<file path="src/rtl/frame_stream_gen.sv">
`default_nettype none
// ============================================================================
// Module   : frame_stream_gen
// Purpose  : Frames an upstream pixel stream into ROW x COL with sof/eol/eof
//            markers, an optional inter-line blank and a one-deep output reg.
// Revision : 1.0 - initial release
// ============================================================================
module frame_stream_gen #(
    parameter int DATA_WIDTH = 8,
    parameter int ROW        = 480,
    parameter int COL        = 640,
    parameter int HBLANK     = 16
) (
    input  logic                  clk,
    input  logic                  rst,
    input  logic                  start,
    output logic                  busy,
    output logic                  done,
    input  logic [DATA_WIDTH-1:0] src_data,
    input  logic                  src_valid,
    output logic                  src_ready,
    output logic [DATA_WIDTH-1:0] dout_data,
    output logic                  dout_valid,
    input  logic                  dout_ready,
    output logic                  dout_sof,
    output logic                  dout_eol,
    output logic                  dout_eof,
    output logic [9:0]            col_cnt,
    output logic [9:0]            row_cnt
);

    localparam int              HB_W      = (HBLANK > 1) ? $clog2(HBLANK) : 1;
    localparam logic [HB_W-1:0] C_HB_LAST = HB_W'((HBLANK > 0) ? HBLANK - 1 : 0);
    localparam logic [9:0]      C_COL_LAST = 10'(COL - 1);
    localparam logic [9:0]      C_ROW_LAST = 10'(ROW - 1);

    typedef enum logic [1:0] {
        ST_IDLE   = 2'd0,
        ST_ACTIVE = 2'd1,
        ST_HBLANK = 2'd2,
        ST_FLUSH  = 2'd3
    } state_t;

    state_t                r_state;
    logic [HB_W-1:0]       r_hb_cnt;
    logic [9:0]            r_col;
    logic [9:0]            r_row;
    logic [DATA_WIDTH-1:0] r_dout_data;
    logic                  r_dout_valid;
    logic                  r_sof;
    logic                  r_eol;
    logic                  r_eof;

    logic w_drain_ok;
    logic w_src_ready;
    logic w_accept;

    // Output register is free when empty or being emptied this cycle.
    assign w_drain_ok  = !r_dout_valid || dout_ready;
    assign w_src_ready = (r_state == ST_ACTIVE) && w_drain_ok;
    assign w_accept    = src_valid && w_src_ready;

    assign src_ready  = w_src_ready;
    assign busy       = (r_state != ST_IDLE);
    assign done       = (r_state == ST_FLUSH) && w_drain_ok;
    assign dout_data  = r_dout_data;
    assign dout_valid = r_dout_valid;
    assign dout_sof   = r_sof;
    assign dout_eol   = r_eol;
    assign dout_eof   = r_eof;
    assign col_cnt    = r_col;
    assign row_cnt    = r_row;

    always_ff @(posedge clk or posedge rst) begin
        if (rst) begin
            r_state      <= ST_IDLE;
            r_hb_cnt     <= '0;
            r_col        <= '0;
            r_row        <= '0;
            r_dout_data  <= '0;
            r_dout_valid <= 1'b0;
            r_sof        <= 1'b0;
            r_eol        <= 1'b0;
            r_eof        <= 1'b0;
        end else begin
            // Flags come from the pre-increment position of the accepted beat.
            if (w_accept) begin
                r_dout_data  <= src_data;
                r_dout_valid <= 1'b1;
                r_sof        <= (r_col == '0) && (r_row == '0);
                r_eol        <= (r_col == C_COL_LAST);
                r_eof        <= (r_col == C_COL_LAST) && (r_row == C_ROW_LAST);
            end else if (r_dout_valid && dout_ready) begin
                r_dout_valid <= 1'b0;
                r_sof        <= 1'b0;
                r_eol        <= 1'b0;
                r_eof        <= 1'b0;
            end

            case (r_state)
                ST_IDLE: begin
                    if (start) begin
                        r_state <= ST_ACTIVE;
                        r_col   <= '0;
                        r_row   <= '0;
                    end
                end
                ST_ACTIVE: begin
                    if (w_accept) begin
                        if (r_col == C_COL_LAST) begin
                            r_col <= '0;
                            if (r_row == C_ROW_LAST) begin
                                r_row   <= '0;
                                r_state <= ST_FLUSH;
                            end else begin
                                r_row <= r_row + 10'd1;
                                if (HBLANK > 0) begin
                                    r_hb_cnt <= '0;
                                    r_state  <= ST_HBLANK;
                                end
                            end
                        end else begin
                            r_col <= r_col + 10'd1;
                        end
                    end
                end
                ST_HBLANK: begin
                    if (r_hb_cnt == C_HB_LAST) begin
                        r_state <= ST_ACTIVE;
                    end else begin
                        r_hb_cnt <= r_hb_cnt + HB_W'(1);
                    end
                end
                ST_FLUSH: begin
                    if (w_drain_ok) begin
                        r_state <= ST_IDLE;
                    end
                end
                default: r_state <= ST_IDLE;
            endcase
        end
    end

endmodule
`default_nettype wire
</file>
<file path="config.mk">
export PLATFORM = sky130hd
export DESIGN_NAME = frame_stream_gen
export DESIGN_NICKNAME = d
export VERILOG_FILES = /design/src/rtl/frame_stream_gen.sv
export SDC_FILE = /design/constraint.sdc
export NUM_CORES = 1
export LEC_CHECK = 0
export CAP_MARGIN = 40
export CORE_MARGIN = 1
export CORE_UTILIZATION = 40
export CTS_CLUSTER_SIZE = 40
export DETAILED_ROUTE_END_ITERATION = 8
export GPL_TIMING_DRIVEN = 0
export MAX_ROUTING_LAYER = met4
export PLACE_DENSITY_LB_ADDON = 0.2
export REMOVE_ABC_BUFFERS = 1
export SYNTH_ARGS = -nofsm -noshare
export SYNTH_HDL_FRONTEND = slang
export SYNTH_SLANG_ARGS = --single-unit
</file>
<file path="constraint.sdc">
create_clock -name clk -period 2.2 [get_ports clk]
set_input_delay 0.33 -clock clk [delete_from_list [all_inputs] [get_ports clk]]
set_output_delay 0.33 -clock clk [all_outputs]
set_load 0.02 [all_outputs]
</file>
==> results.py <==
metrics = {
    "floorplan": {
        "fp-row-count": 25,
        "initial_core_utilization": 0.427,
        "io-pin-count": 48,
        "die_area_sq_um": 5500,
        "design.core.area_sq_um": 4880,
        "dieHeight_microns": 74.2,
        "die_width_microns": 74.2,
    },
    "clock_tree": {
        "tritoncts.num_buffers": 5,
        "clk_root_buffer_cell": "clkbuf_8",
        "postCtsHoldBufs": 0,
        "cts_sinks": 38,
        "clk_latency_ns": 0.29,
        "h-tree-depth": 2,
        "cts.reportedPaths.clkPinSlew_ns": 0.08,
        "tritoncts": "built",
        "cts_max_path_buffers": 2,
    },
    "global_route": {
        "number_of_global_route_vias_before_repair": 1723,
        "gr-max-usage-layer": "met2",
        "grtUsageMet1": 0.278,
        "number_of_antenna_violations_at_the_first_check_in_global_routing": 0,
        "overflow": 0,
        "grt_util_met2": 0.330,
        "track_usage": 0.212,
        "first_pass_grt_wire_length_microns": 8540,
        "grt_max_degree": 39,
        "use_met3": 0.0434,
    },
    "status": {
        "outcome": "finished clean",
    },
    "layout": {
        "final-seq-area_sq_um": 958,
        "insertedDiodeCount": 0,
        "multi_input_gate_area_in_the_final_layout_sq_um": 1080,
        "layout.cell_area.non_filler_sq_um": 2800,
        "layout-drive-gt1-share": 0.104,
        "final_layout_net_count": 297,
        "n_fill_cell": 445,
        "area.growth.synth_to_final_pct": 34.5,
    },
    "routing": {
        "routed_via_density": 5.44,
        "post_drt_wl_per_cell_microns": 15.0,
        "totalWireLength_microns": 5210,
        "detail_route.drc_violations": 0,
        "postRouteAntennaNets": 0,
        "dr.first_iter.drc_count": 122,
        "dr_total_vias": 1887,
        "detail_route.first_pass.iterations": 4,
    },
    "worst_hold_path": {
        "worstHoldPathType": "flop to flop",
        "hold_path_origin": "dout_data[2]",
    },
    "timing": {
        "maxSlewViolCount": 0,
        "timing.final.hold_violations": 0,
        "worst_slew_margin_rel": 0.476,
        "finClkSkew_ns": 0.00455,
        "setup-tns-final_ns": 0,
        "min_period_over_period": 0.971,
        "fmax_mhz": 468,
        "finalCriticalPeriod_ns": 2.14,
        "timing_worst_slew_pin_value_ns": 0.785,
        "setup_viol": 0,
    },
    "setup_path": {
        "criticalPathCategory": "primary input to output pin",
        "critPathMaxStageDelay_ns": 0.60,
        "critical-path-top-cell-by-count": "clkdlybuf4s50_1",
        "crit_path_end_kind": "output pin",
        "critPathRequiredTime_ns": 1.87,
        "crit_arrival_ns": 1.81,
        "worstSetupStartpoint": "dout_ready",
        "crit-reg2reg-launch": "r_state[1]",
        "setup.worst_path.start_class": "primary input",
        "critical-path-slowest-cell": "clkdlybuf4s50_1",
        "series_of_cell_instances_along_the_critical_path": "clkdlybuf4s50_1, nand2b_2, and3_1, clkdlybuf4s50_1",
        "worst_path_dominant_cell_family": "buffers and inverters",
        "worstPathMaxFanout": 7,
        "crit_buf_inv": 2,
        "worst-r2r-setup-slack_ns": 0.08,
    },
    "logic_synthesis": {
        "synth-seq-cells": 38,
        "postSynthCellCount": 230,
        "synth-warning-count": 0,
        "distinct_cells_synth": 52,
        "syn_area_per_cell_sq_um": 9.06,
        "synth_top_family_by_area": "simple AND/OR/NAND/NOR gates",
        "synth-edff-count": 0,
        "async_flop_share": 1.00,
        "synth_compound_gate_area_share": 0.144,
        "synth-simple-area-share": 0.300,
        "synth.area.mux_share": 0.00541,
        "ys.flop_type": "dfrtp_1",
        "synth_xor_area_frac": 0.0294,
        "post_synth_instance_area_sq_um": 2080,
        "synth_seq_area_share": 0.456,
        "synthAdderAreaFrac": 0.0300,
    },
    "flow_run": {
        "cap_viol_max_count": 0,
    },
    "pwr": {
        "vdd_drop_max_mv": 0.544,
        "static-leakage-power_nw": 1.24,
        "areal_power_density_over_the_cells_nw_per_um2": 993,
    },
    "placed_design": {
        "placed_area_sq_um": 2600,
        "dp.final_hpwl_microns": 3480,
        "port_buffers": 47,
        "gp_congestion": 0.866,
    },
}
==> final cells by class <==
cell class	instances	area share
Clock buffer	6	0.0295
Clock inverter	2	0.0214
Inverter	10	0.0134
Multi-Input combinational cell	175	0.386
Sequential cell	38	0.342
Tap cell	67	0.0299
Timing Repair Buffer	49	0.177
==> synth_stat cells (5+ instances only) <==
master / instances / share of area
nor3_1: 5 / 0.012
clkbuf_1: 5 / 0.0090
nand2_1: 45 / 0.081
dfrtp_1: 38 / 0.46
inv_1: 10 / 0.018
nor4_1: 5 / 0.015
nand3_1: 14 / 0.034
o21ai_0: 10 / 0.024
a21oi_1: 6 / 0.014
nor2_1: 18 / 0.032
ha_1: 5 / 0.030
==> report_power, final <==
| part | leakage (nW) | internal (mW) | switching (mW) |
|---|---|---|---|
| Sequential | 0.505 | 0.828 | 0.136 |
| Clock | 0.0714 | 0.484 | 0.254 |
| Combinational | 0.659 | 0.472 | 0.608 |
==> worst min-delay path, cell delays in order (launching register included) <==
cell     delay [ns]
dfrtp_1        0.34
nand2_1        0.05
nand2_1        0.06
==> through the flow <==
| stage | std cells | util | worst slack, ns | total power [mW] | hold slack, ns |
|---|---|---|---|---|---|
| 5_1_grt | 347 | 0.574 | -0.00623 | 2.95 | 0.488 |
| 6_report | 347 | 0.574 | 0.0631 | 2.78 | 0.476 |
| 2_1_floorplan | 223 | - | 0.0570 | 1.57 | 0.435 |
| 4_1_cts | 347 | 0.572 | 0.0363 | 2.79 | 0.483 |
| 3_3_place_gp | 337 | 0.534 | -0.406 | 2.00 | 0.456 |
| 3_5_place_dp | 337 | 0.534 | -0.438 | 2.01 | 0.463 |
==> cells in the final DEF (no fill, tap or decap), types with 4 or more instances in the layout <==
cell type,Yosys,layout
xnor2_1,4,4
a21oi_1,6,6
dfrtp_1,38,34
and3_1,4,4
nor3_1,5,5
a22o_1,4,4
o21ai_0,10,10
nand3_1,14,14
clkbuf_8,0,6
clkdlybuf4s50_1,0,46
nor4_1,5,5
ha_1,5,4
nand2_1,45,45
o31ai_1,4,4
nor2_1,18,18
nor2b_1,4,4
inv_1,10,9
==> path summary, 6_finish.rpt <==
path / end / cells after the start
setup / recovery: done / 4
hold / removal: dout_data[2] / 2
setup reg to reg: row_cnt[0] / 5
hold reg to reg: dout_data[2] / 2
max in group asynchronous: r_state[1] / 2
min in group asynchronous: dout_data[2] / 2
==> sequential cells by signal, indices dropped and copies added, names as in the netlist, 2 cells and up <==
register,count
col_cnt,10
r_hb_cnt,4
r_state,2
dout_data,8
row_cnt,10
==> per-layer routing <==
metal / routed length, microns / up-vias
met4: 59 / 0
met5: 0 / -
met3: 327 / 5
li1: - / 914
met2: 2430 / 58
met1: 2390 / 910
==> logic make-up after synthesis <==
kind of cell | count (synthesis)
AOI/OAI and AO/OA | 42
xor gates and xnor gates | 7
adders and majority gates | 5
buffers and inverters | 17
DFF | 38
muxes | 1
and+or+nand+nor | 120
==> repair_timing <==
action	CTS	global route
gates resized for setup	8	4
endpoints found under the hold margin	0	0
pin swaps	1	0
setup buffers	2	0
endpoints found under the setup margin	22	17
No activity file was read; power rests on OpenSTA's default activity.
